[src/rtl/stream_ctrl_pkg.sv]
// stream_ctrl_pkg: shared definitions for the framed-stream controller.
// Holds the host command codes, the run-state encodings (these are visible on
// the run_state port) and the frame-parser state encodings, plus the decoder
// that turns a CMD byte into the kind of frame being parsed.
package stream_ctrl_pkg;

  localparam logic [7:0] CMD_DATA   = 8'h01;
  localparam logic [7:0] CMD_CONFIG = 8'h02;
  localparam logic [7:0] CMD_START  = 8'h03;
  localparam logic [7:0] CMD_STOP   = 8'h04;

  typedef enum logic [1:0] {
    RUN_IDLE    = 2'd0,
    RUN_PREFILL = 2'd1,
    RUN_RUN     = 2'd2,
    RUN_DRAIN   = 2'd3
  } run_state_t;

  typedef enum logic [1:0] {
    PS_SYNC    = 2'd0,
    PS_CMD     = 2'd1,
    PS_LEN     = 2'd2,
    PS_PAYLOAD = 2'd3
  } parse_state_t;

  typedef enum logic [2:0] {
    K_DATA    = 3'd0,
    K_CONFIG  = 3'd1,
    K_START   = 3'd2,
    K_STOP    = 3'd3,
    K_DISCARD = 3'd4
  } cmd_kind_t;

  function automatic cmd_kind_t decode_cmd(input logic [7:0] code);
    case (code)
      CMD_DATA:   return K_DATA;
      CMD_CONFIG: return K_CONFIG;
      CMD_START:  return K_START;
      CMD_STOP:   return K_STOP;
      default:    return K_DISCARD;
    endcase
  endfunction

endpackage

[src/rtl/stream_frame_parser.sv]
// stream_frame_parser: byte-level parser for SYNC/CMD/LEN/payload frames.
// Ports:
//   clk, rst (async, active-low)
//   rx_data_si/rx_valid_si/rx_ready_si : byte stream from the FT245 wrapper
//   fifo_wr_data/fifo_wr_en, fifo_full   : sample FIFO write side
//   start_pulse/stop_pulse               : START/STOP frame, on LEN acceptance
//   cfg_valid/cfg_mode                   : first CONFIG payload byte and its mode bits
//   frame_err                            : stray byte before SYNC or unknown CMD
//
// state      | meaning
// PS_SYNC    | hunting for SYNC_BYTE, other bytes are framing errors
// PS_CMD     | next byte is the command code
// PS_LEN     | next byte is the payload length
// PS_PAYLOAD | consuming 'remaining' payload bytes
module stream_frame_parser
  import stream_ctrl_pkg::*;
#(
  parameter logic [7:0] SYNC_BYTE = 8'hA5
) (
  input  logic       clk,
  input  logic       rst,
  input  logic [7:0] rx_data_si,
  input  logic       rx_valid_si,
  output logic       rx_ready_si,
  output logic [7:0] fifo_wr_data,
  output logic       fifo_wr_en,
  input  logic       fifo_full,
  output logic       start_pulse,
  output logic       stop_pulse,
  output logic       cfg_valid,
  output logic [1:0] cfg_mode,
  output logic       frame_err
);

  parse_state_t state;
  cmd_kind_t    cmd;
  logic [7:0]   remaining;
  logic         cfg_first;
  logic         accept;

  // Only DATA payload can stall; every other byte is consumed unconditionally.
  assign rx_ready_si  = !((state == PS_PAYLOAD) && (cmd == K_DATA) && fifo_full);
  assign accept       = rx_valid_si & rx_ready_si;
  assign fifo_wr_en   = accept & (state == PS_PAYLOAD) & (cmd == K_DATA);
  assign fifo_wr_data = rx_data_si;

  assign start_pulse = accept & (state == PS_LEN) & (cmd == K_START);
  assign stop_pulse  = accept & (state == PS_LEN) & (cmd == K_STOP);
  assign cfg_valid   = accept & (state == PS_PAYLOAD) & (cmd == K_CONFIG) & cfg_first;
  assign cfg_mode    = rx_data_si[1:0];
  assign frame_err   = accept & (((state == PS_SYNC) && (rx_data_si != SYNC_BYTE)) ||
                                 ((state == PS_CMD) && (decode_cmd(rx_data_si) == K_DISCARD)));

  always_ff @(posedge clk or negedge rst) begin
    if (!rst) begin
      state     <= PS_SYNC;
      cmd       <= K_DISCARD;
      remaining <= 8'd0;
      cfg_first <= 1'b0;
    end else if (accept) begin
      case (state)
        PS_SYNC: begin
          if (rx_data_si == SYNC_BYTE) state <= PS_CMD;
        end
        PS_CMD: begin
          cmd   <= decode_cmd(rx_data_si);
          state <= PS_LEN;
        end
        PS_LEN: begin
          remaining <= rx_data_si;
          cfg_first <= 1'b1;
          state     <= (rx_data_si == 8'd0) ? PS_SYNC : PS_PAYLOAD;
        end
        PS_PAYLOAD: begin
          remaining <= remaining - 8'd1;
          cfg_first <= 1'b0;
          if (remaining == 8'd1) state <= PS_SYNC;
        end
        default: state <= PS_SYNC;
      endcase
    end
  end

endmodule

[src/rtl/stream_ctrl.sv]
// stream_ctrl: framed-stream controller between the FT245 RX port and the
// modulator sample FIFO. Parses host frames (via stream_frame_parser), tracks
// FIFO occupancy, sequences the modulator enable and counts errors.
// Ports:
//   clk, rst (async, active-low)
//   rx_data_si/rx_valid_si/rx_ready_si : host byte stream
//   fifo_wr_data/fifo_wr_en            : FIFO write side
//   fifo_full/fifo_empty/fifo_rd_en    : FIFO status and observed read strobe
//   mod_enable/mod_mode                : modulator controls
//   level                              : tracked FIFO occupancy
//   run_state                          : IDLE=0, PREFILL=1, RUN=2, DRAIN=3
//   frame_err_cnt/underrun_cnt         : saturating error counters
//
// state       | meaning
// RUN_IDLE    | modulator off, waiting for START
// RUN_PREFILL | waiting for level to reach PREFILL
// RUN_RUN     | modulator enabled, reading the FIFO
// RUN_DRAIN   | STOP seen, modulator enabled until the FIFO empties
module stream_ctrl
  import stream_ctrl_pkg::*;
#(
  parameter int         DEPTH_WIDTH = 10,
  parameter int         PREFILL     = 512,
  parameter logic [7:0] SYNC_BYTE   = 8'hA5
) (
  input  logic                   clk,
  input  logic                   rst,
  input  logic [7:0]             rx_data_si,
  input  logic                   rx_valid_si,
  output logic                   rx_ready_si,
  output logic [7:0]             fifo_wr_data,
  output logic                   fifo_wr_en,
  input  logic                   fifo_full,
  input  logic                   fifo_empty,
  input  logic                   fifo_rd_en,
  output logic                   mod_enable,
  output logic [1:0]             mod_mode,
  output logic [DEPTH_WIDTH:0]   level,
  output logic [1:0]             run_state,
  output logic [7:0]             frame_err_cnt,
  output logic [7:0]             underrun_cnt
);

  localparam int                 LEVEL_MAX_I = 1 << DEPTH_WIDTH;
  localparam logic [DEPTH_WIDTH:0] LEVEL_MAX   = LEVEL_MAX_I[DEPTH_WIDTH:0];
  localparam logic [DEPTH_WIDTH:0] PREFILL_LVL = PREFILL[DEPTH_WIDTH:0];
  localparam logic [DEPTH_WIDTH:0] LEVEL_ONE   = 1;

  logic       start_pulse;
  logic       stop_pulse;
  logic       cfg_valid;
  logic [1:0] cfg_mode;
  logic       parse_err;
  logic       rd_ok;
  logic       underrun;
  logic       err_inc;
  run_state_t rs;

  stream_frame_parser #(
    .SYNC_BYTE(SYNC_BYTE)
  ) u_parser (
    .clk         (clk),
    .rst         (rst),
    .rx_data_si  (rx_data_si),
    .rx_valid_si (rx_valid_si),
    .rx_ready_si (rx_ready_si),
    .fifo_wr_data(fifo_wr_data),
    .fifo_wr_en  (fifo_wr_en),
    .fifo_full   (fifo_full),
    .start_pulse (start_pulse),
    .stop_pulse  (stop_pulse),
    .cfg_valid   (cfg_valid),
    .cfg_mode    (cfg_mode),
    .frame_err   (parse_err)
  );

  assign run_state = rs;
  assign rd_ok     = fifo_rd_en & ~fifo_empty;
  assign underrun  = (rs == RUN_RUN) & fifo_rd_en & fifo_empty;
  // Mode changes are only honoured while stopped; a CONFIG at any other time is an error.
  assign err_inc   = parse_err | (cfg_valid & (rs != RUN_IDLE));

  // Simultaneous write and read cancel; the clamps guard against a misbehaving FIFO.
  always_ff @(posedge clk or negedge rst) begin
    if (!rst) begin
      level <= '0;
    end else if (fifo_wr_en && !rd_ok && (level != LEVEL_MAX)) begin
      level <= level + LEVEL_ONE;
    end else if (!fifo_wr_en && rd_ok && (level != '0)) begin
      level <= level - LEVEL_ONE;
    end
  end

  always_ff @(posedge clk or negedge rst) begin
    if (!rst) begin
      rs         <= RUN_IDLE;
      mod_enable <= 1'b0;
    end else begin
      case (rs)
        RUN_IDLE: begin
          if (start_pulse) rs <= RUN_PREFILL;
        end
        RUN_PREFILL: begin
          if (stop_pulse) begin
            rs <= RUN_IDLE;
          end else if (level >= PREFILL_LVL) begin
            rs         <= RUN_RUN;
            mod_enable <= 1'b1;
          end
        end
        RUN_RUN: begin
          if (stop_pulse) begin
            rs <= RUN_DRAIN;
          end else if (underrun) begin
            rs         <= RUN_PREFILL;
            mod_enable <= 1'b0;
          end
        end
        RUN_DRAIN: begin
          if (start_pulse) begin
            rs <= RUN_RUN;
          end else if (fifo_empty) begin
            rs         <= RUN_IDLE;
            mod_enable <= 1'b0;
          end
        end
        default: begin
          rs         <= RUN_IDLE;
          mod_enable <= 1'b0;
        end
      endcase
    end
  end

  always_ff @(posedge clk or negedge rst) begin
    if (!rst) begin
      mod_mode      <= 2'd0;
      frame_err_cnt <= 8'd0;
      underrun_cnt  <= 8'd0;
    end else begin
      if (cfg_valid && (rs == RUN_IDLE)) mod_mode <= cfg_mode;
      if (err_inc && (frame_err_cnt != 8'hFF)) frame_err_cnt <= frame_err_cnt + 8'd1;
      if (underrun && (underrun_cnt != 8'hFF)) underrun_cnt <= underrun_cnt + 8'd1;
    end
  end

endmodule

[config.mk]
export PLATFORM = sky130hd
export DESIGN_NAME = stream_ctrl
export DESIGN_NICKNAME = d
export VERILOG_FILES = /design/src/rtl/stream_ctrl_pkg.sv /design/src/rtl/stream_frame_parser.sv /design/src/rtl/stream_ctrl.sv
export SDC_FILE = /design/constraint.sdc
export NUM_CORES = 1
export LEC_CHECK = 0
export ABC_CLOCK_PERIOD_IN_PS = 5640
export CORE_ASPECT_RATIO = 1.1
export CORE_UTILIZATION = 50
export CTS_CLUSTER_SIZE = 30
export DETAILED_ROUTE_END_ITERATION = 10
export PLACE_DENSITY = 0.78
export SETUP_SLACK_MARGIN = 0.05
export SLEW_MARGIN = 20
export SYNTH_ARGS = -nofsm -noshare
export SYNTH_HDL_FRONTEND = slang
export SYNTH_SLANG_ARGS = --single-unit
export TNS_END_PERCENT = 30
[constraint.sdc]
create_clock -name clk -period 5.64 [get_ports clk]
set_input_delay 0.564 -clock clk [delete_from_list [all_inputs] [get_ports clk]]
set_output_delay 0.564 -clock clk [all_outputs]
set_load 0.005 [all_outputs]
## Yosys cells after proc, flatten, opt, wreduce, memory -nomap -nowiden

Index checks and enable logic that the tools add are counted.

- Add/sub/neg operators: 5
- Multiply operators: 0
- Divide/modulo/power cells: 0
- Order comparisons: 1
- Equal/unequal tests: 32
- Shifts and indexed selects: 0
- Mux-type cells: 24
- Bitwise operators: 15
- Reductions and logical operators: 29

Operators by type and width:

| operator | count |
|---|---|
| $ne 8x8->1 const B | 3 |
| $mux 11 | 2 |
| $mux 2 | 10 |
| $ne 2x2->1 const B | 9 |
| $add 8x1->8 const B | 2 |
| $eq 8x1->1 const B | 2 |
| $eq 8x2->1 const B | 2 |
| $pmux 2 s4 | 2 |
| $pmux 8 s2 | 1 |
| $and 1x1->1 | 13 |
| $pmux 3 s4 | 1 |
| $add 11x1->11 const B | 1 |
| $ge 11x10->1 const B | 1 |
| $logic_and 1x1->1 | 11 |
| $ne 11x11->1 const B | 1 |
| $reduce_bool 11->1 | 1 |
| $sub 11x1->11 const B | 1 |
| $ne 3x3->1 const B | 3 |
| $eq 2x2->1 const B | 4 |
| $eq 8x3->1 const B | 1 |
| $eq 8x8->1 const B | 1 |
| $logic_not 8->1 | 1 |
| $sub 8x1->8 const B | 1 |
| $reduce_and 7->1 | 1 |
| other kinds (18) | 31 |

- Register bits: 46
- Bits in latches: 0
- Memory bits (writable): 0
- ROM bits: 0
- Input bits: 14
- Output and inout bits: 42
- Memories kept: 0

## Depth between registers and ports, before layout

- Word-level depth: 12
- Mapped depth: 10
- Mapped depth without buffers: 10

## Cells and area by module

From an unflattened synthesis, not the netlist that was laid out.

- Cells, all modules: 314
- Area, all modules: 2907.8 sq um

Modules (own cells, without submodules):

| module | instances | cells each | area an instance (sq um) | sequential area each (sq um) |
|---|---|---|---|---|
| stream_ctrl | 1 | 187 | 1870.5 | 800.8 |
| stream_frame_parser | 1 | 127 | 1037.2 | 351.6 |

## Worst setup path after synthesis

No wires, ideal clock.

- Path kind: input port to flip-flop
- Start point: in rx_valid_si
- End point: reg level[8]
- Arrival time: 2.648 ns
- Data required time: 5.515 ns
- Path slack: 2.868 ns
- Stages: 10
- Cells stage by stage: buf_2 nand3_2 nor2_4 nand2_1 ha_1 a211oi_1 nor2_1 a211oi_1 xnor2_1 mux2_2

- Cells in the longest elaborated chain, start to end: 7
- Elaborated cells on any way between the ends: 10

Ends and longest elaborated chain:

| item | line | source |
|---|---|---|
| start, declared | stream_ctrl.sv:29 | `input logic rx_valid_si,` |
| $and 1x1->1 * | stream_frame_parser.sv:43 | `assign accept = rx_valid_si & rx_ready_si;` |
| $and 1x1->1 * (2 in series) | stream_frame_parser.sv:44 | `assign fifo_wr_en = accept & (state == PS_PAYLOAD) & (cmd == K_DATA);` |
| $logic_not 1->1 | stream_ctrl.sv:89 | `end else if (!fifo_wr_en && rd_ok && (level != '0)) begin` |
| $logic_and 1x1->1 (2 in series) | stream_ctrl.sv:89 |  |
| $reduce_bool 2->1 (no source line) | -- |  |
| end signal, assigned | stream_ctrl.sv:88 | `level <= level + LEVEL_ONE;` |
| end signal, assigned | stream_ctrl.sv:90 | `level <= level - LEVEL_ONE;` |
| end, declared | stream_ctrl.sv:38 | `output logic [DEPTH_WIDTH:0] level,` |

Mark *: on every way between the ends. The rest lies on a longest branch, timed or not.
A chain may end at the register's enable or synchronous reset.

## Worst setup path in the final report

- Start point: reg u_parser.state[0]
- End point: reg level[8]

- Cells in the longest elaborated chain, start to end: 11
- Elaborated cells on any way between the ends: 14

Ends and longest elaborated chain:

| item | line | source |
|---|---|---|
| start, declared | stream_frame_parser.sv:35 | `parse_state_t state;` |
| start signal, assigned | stream_frame_parser.sv:72 | `state <= (rx_data_si == 8'd0) ? PS_SYNC : PS_PAYLOAD;` |
| $eq 2x2->1 * | stream_frame_parser.sv:42, stream_frame_parser.sv:44 |  |
| $logic_and 1x1->1 (2 in series) | stream_frame_parser.sv:42 | `assign rx_ready_si = !((state == PS_PAYLOAD) && (cmd == K_DATA) && fifo_full);` |
| $logic_not 1->1 | stream_frame_parser.sv:42 |  |
| $and 1x1->1 | stream_frame_parser.sv:43 |  |
| $and 1x1->1 * (2 in series) | stream_frame_parser.sv:44 |  |
| $logic_not 1->1 | stream_ctrl.sv:89 |  |
| $logic_and 1x1->1 (2 in series) | stream_ctrl.sv:89 |  |
| $reduce_bool 2->1 (no source line) | -- |  |

Marks and branches as above.

==> results.md <==
* Largest net degree at the start of global routing at 47
* Finished Cell Area at 3697 sq um
* Final setup viols at 0
* Clk_lat worst skew at 0.31 ns
* Yosys warning total at 0
* Crit path buf inv count at 0
* Die Wd at 76.15 um
* Post-Synthesis Net Count at 336
* Routed Antenna Nets at 0
* Place WS at 1.955 ns
* Post-Synthesis Cells at 307
* Grt total ovfl at 0
* Setup TNS at 0 ns
* Via count at 2565
* Layout cell share with drive strength beyond 1 at 12.36%
* Most common cell after layout, fill and taps aside: clkdlybuf4s50_1
* Setup ws final at 2.151 ns
* EDFF count, synth at 0
* Area grow syn2layout at 22.26%
* Clock power frac at 15.1%
* Worst Hold Class: input pin to async pin
* Leak at 1.461 nW
* Flop pwr share at a little over a third
* Internal power at 1.016 mW
* Switch Pwr at 0.6610 mW
* Total Wirelength at 6643 um
* TritonCTS buffer count at 5
* Cell Area, Synth at 3024 sq um
* DRT Pass-1 Iters at 4
* CTS Sinks at 46
* GP Congestion at 0.9241
* Most used cell, CP: a211oi_1
* Routed length per instance at between 15 and 20 um
* DR vias/cell at 5.924
* RSZ-0062 raised after global routing: no
* First-pass GRT wire length at between 10000 and 15000 um
* Crit path launch type: flip-flop
* Slowest stage cell on the critical path: dfrtp_1
* Most frequent cells in the layout: 54 x clkdlybuf4s50_1, 45 x dfrtp_1, 29 x nand2_1
* Min Tclk post-route at 3.489 ns
* CP Data Required Time at a little under 6 ns
* Dpl hpwl at 4873 um
* H-tree levels at 2
* Post-synthesis sequential area ratio at 38.11%
* Max-slew violations at 0
* Post-CTS setup buffers at 0
* Overall Global Routing Usage at ~23%
* # Max-Cap Violations at 0
* Die height at roughly 84 um
* Starting DRT DRC Count at ~170
* Synth unique cells at between 60 and 70
* IO Pins at 56
* Vias in the first global route at 2422
* Initial antenna violation count at 0
* CP top delay family: simple AND/OR/NAND/NOR gates
* Core area at 5806 sq um
* CTS tree: done
* Outcome: finished, final reports clean
* Post-synthesis register bit count at 46
* Asr flop ratio synth at 100.0%
* Synth Flop Type: dfrtp_1
* Max FO, Critical Path at 16
* Least-Margin Pin Slew at approximately 0.94 ns
* Critical path, cell by cell: and4bb_2 -> nand3_2 -> nor2_4 -> nand2_1 -> ha_1 -> a211oi_1 -> nor2_1 -> a211oi_1 -> xnor2_1 -> mux2_2
* Root buf cell: clkbuf_8
* Gate power share at 48.4%
* Peak Freq at approximately 0.29 GHz
* Starting Density at approximately 52%
* Crit path DAT at 3.68 ns
* Post-route DRC at 0
* Port Buffers at 55
* Hold Buf Count CTS at 0
* Die ar. at 6363 sq um
* Finished Core Util at a little under two thirds
* Post-route clock period utilization at 61.85%
* Final hold vios at 0
* Setup CP Type: flip-flop to flip-flop
* Clock buffer depth at 2
* Final net count at around 380
* Slew HR at 36.91%
* Syn Area/Cell at 9.851 sq um
* # resized after CTS at 0
* Sw Ratio at 39.41%
* Max incr delay on CP at 0.68 ns
* Post-Place Cell Area at 3581 sq um
* Total power per unit cell area at 453.7 nW/um^2
* Ant diodes at 0
* CP endpoint kind: flip-flop
* Worst VDD drop at 0.2802 mV
* Num rows at 29
* CTS clk-pin slew, worst paths at about 0.090 ns
* Clock skew at 0.008786 ns
## final cells by class
cell class / count / area, sq um
sequential: 46 / 1152
inverter: 8 / 30.03
clock inverter: 3 / 45.04
multi-input combinational: 239 / 1757
fill: 491 / 2108
tap: 77 / 96.34
timing repair buffer: 55 / 548.0
clock buffer: 5 / 68.82
## final timing paths
path	start	cells after the start	slack, ns	to
worst min register to register	u_parser.cfg_first$_DFFE_PN0P_	2	0.48	u_parser.cfg_first$_DFFE_PN0P_
max in group asynchronous	rst	1	4.99	run_state[0]$_DFFE_PN0P_
worst max-delay path	u_parser.state[0]$_DFFE_PN0P_	10	2.15	level[8]$_DFFE_PN0P_
min in group clk	u_parser.cfg_first$_DFFE_PN0P_	2	0.48	u_parser.cfg_first$_DFFE_PN0P_
worst max register to register	u_parser.state[0]$_DFFE_PN0P_	10	2.15	level[8]$_DFFE_PN0P_
worst min-delay path	rst	1	0.26	level[3]$_DFFE_PN0P_
## power groups by stage
stage	clock, mW	sequential [mW]	combinational, mW
6_report	0.254	0.612	0.811
5_1_grt	0.268	0.637	0.909
4_1_cts	0.258	0.610	0.812
3_5_place_dp	0	0.614	0.806
3_3_place_gp	0	0.611	0.784
2_1_floorplan	0	0.568	0.559
## sequential cells by signal, summed over array words and instances, names as in the netlist
name and flops:
u_parser.cmd 3, u_parser.remaining 8, u_parser.cfg_first 1, u_parser.state 2
run_state 2, underrun_cnt 8, level 11, frame_err_cnt 8
mod_mode 2, mod_enable 1
## routing by layer
layer / vias to the layer above / wire, um / track usage [%] / part of all wire [%]
met5: - / 0 / 0 / 0
met4: 0 / 122 / 7.168 / 1.8
met3: 11 / 361 / 4.044 / 5.4
met2: 69 / 3146 / 38.02 / 47
met1: 1255 / 3012 / 29.30 / 45
li1: 1230 / - / - / -
## stage by stage
step / hold slack [ns] / power, mW / instances
floorplan: 0.2684 / 1.127 / 307
global placement: 0.4647 / 1.395 / 425
detailed placement: 0.4650 / 1.420 / 425
CTS: 0.4740 / 1.680 / 433
global route: 0.3077 / 1.814 / 433
finish: 0.2555 / 1.677 / 433
## Yosys cell counts, types with 4 or more instances
library cell | count | area share, %
nand3_1 | 13 | 2.2
nor2_1 | 24 | 3.0
a31oi_1 | 7 | 1.4
nand4_1 | 6 | 1.2
and3_1 | 6 | 1.2
o21ai_0 | 14 | 2.3
clkbuf_1 | 4 | 0.50
mux2_2 | 14 | 5.2
xor2_1 | 7 | 2.0
dfrtp_1 | 45 | 37
o31ai_1 | 7 | 1.7
o211ai_1 | 4 | 0.99
inv_1 | 8 | 0.99
nand2_1 | 29 | 3.6
ha_1 | 14 | 5.8
a21oi_1 | 18 | 3.0
xnor2_1 | 11 | 3.2
buf_4 | 8 | 2.0
nor3_1 | 4 | 0.66
## cells by family (layout without fill, tap and decap cells)
kind of cell    count (synthesis)  in the layout  synth area share, %
flops                          46             46                38.11
simple gates                  108            108                19.20
mux                            21             21                8.316
buf+inv                        22             71                3.806
compound gates                 77             77                18.91
xor+xnor                       18             18                5.213
fa+ha+maj                      15             15                6.454
Note: power is estimated with default switching activity, not from simulation.
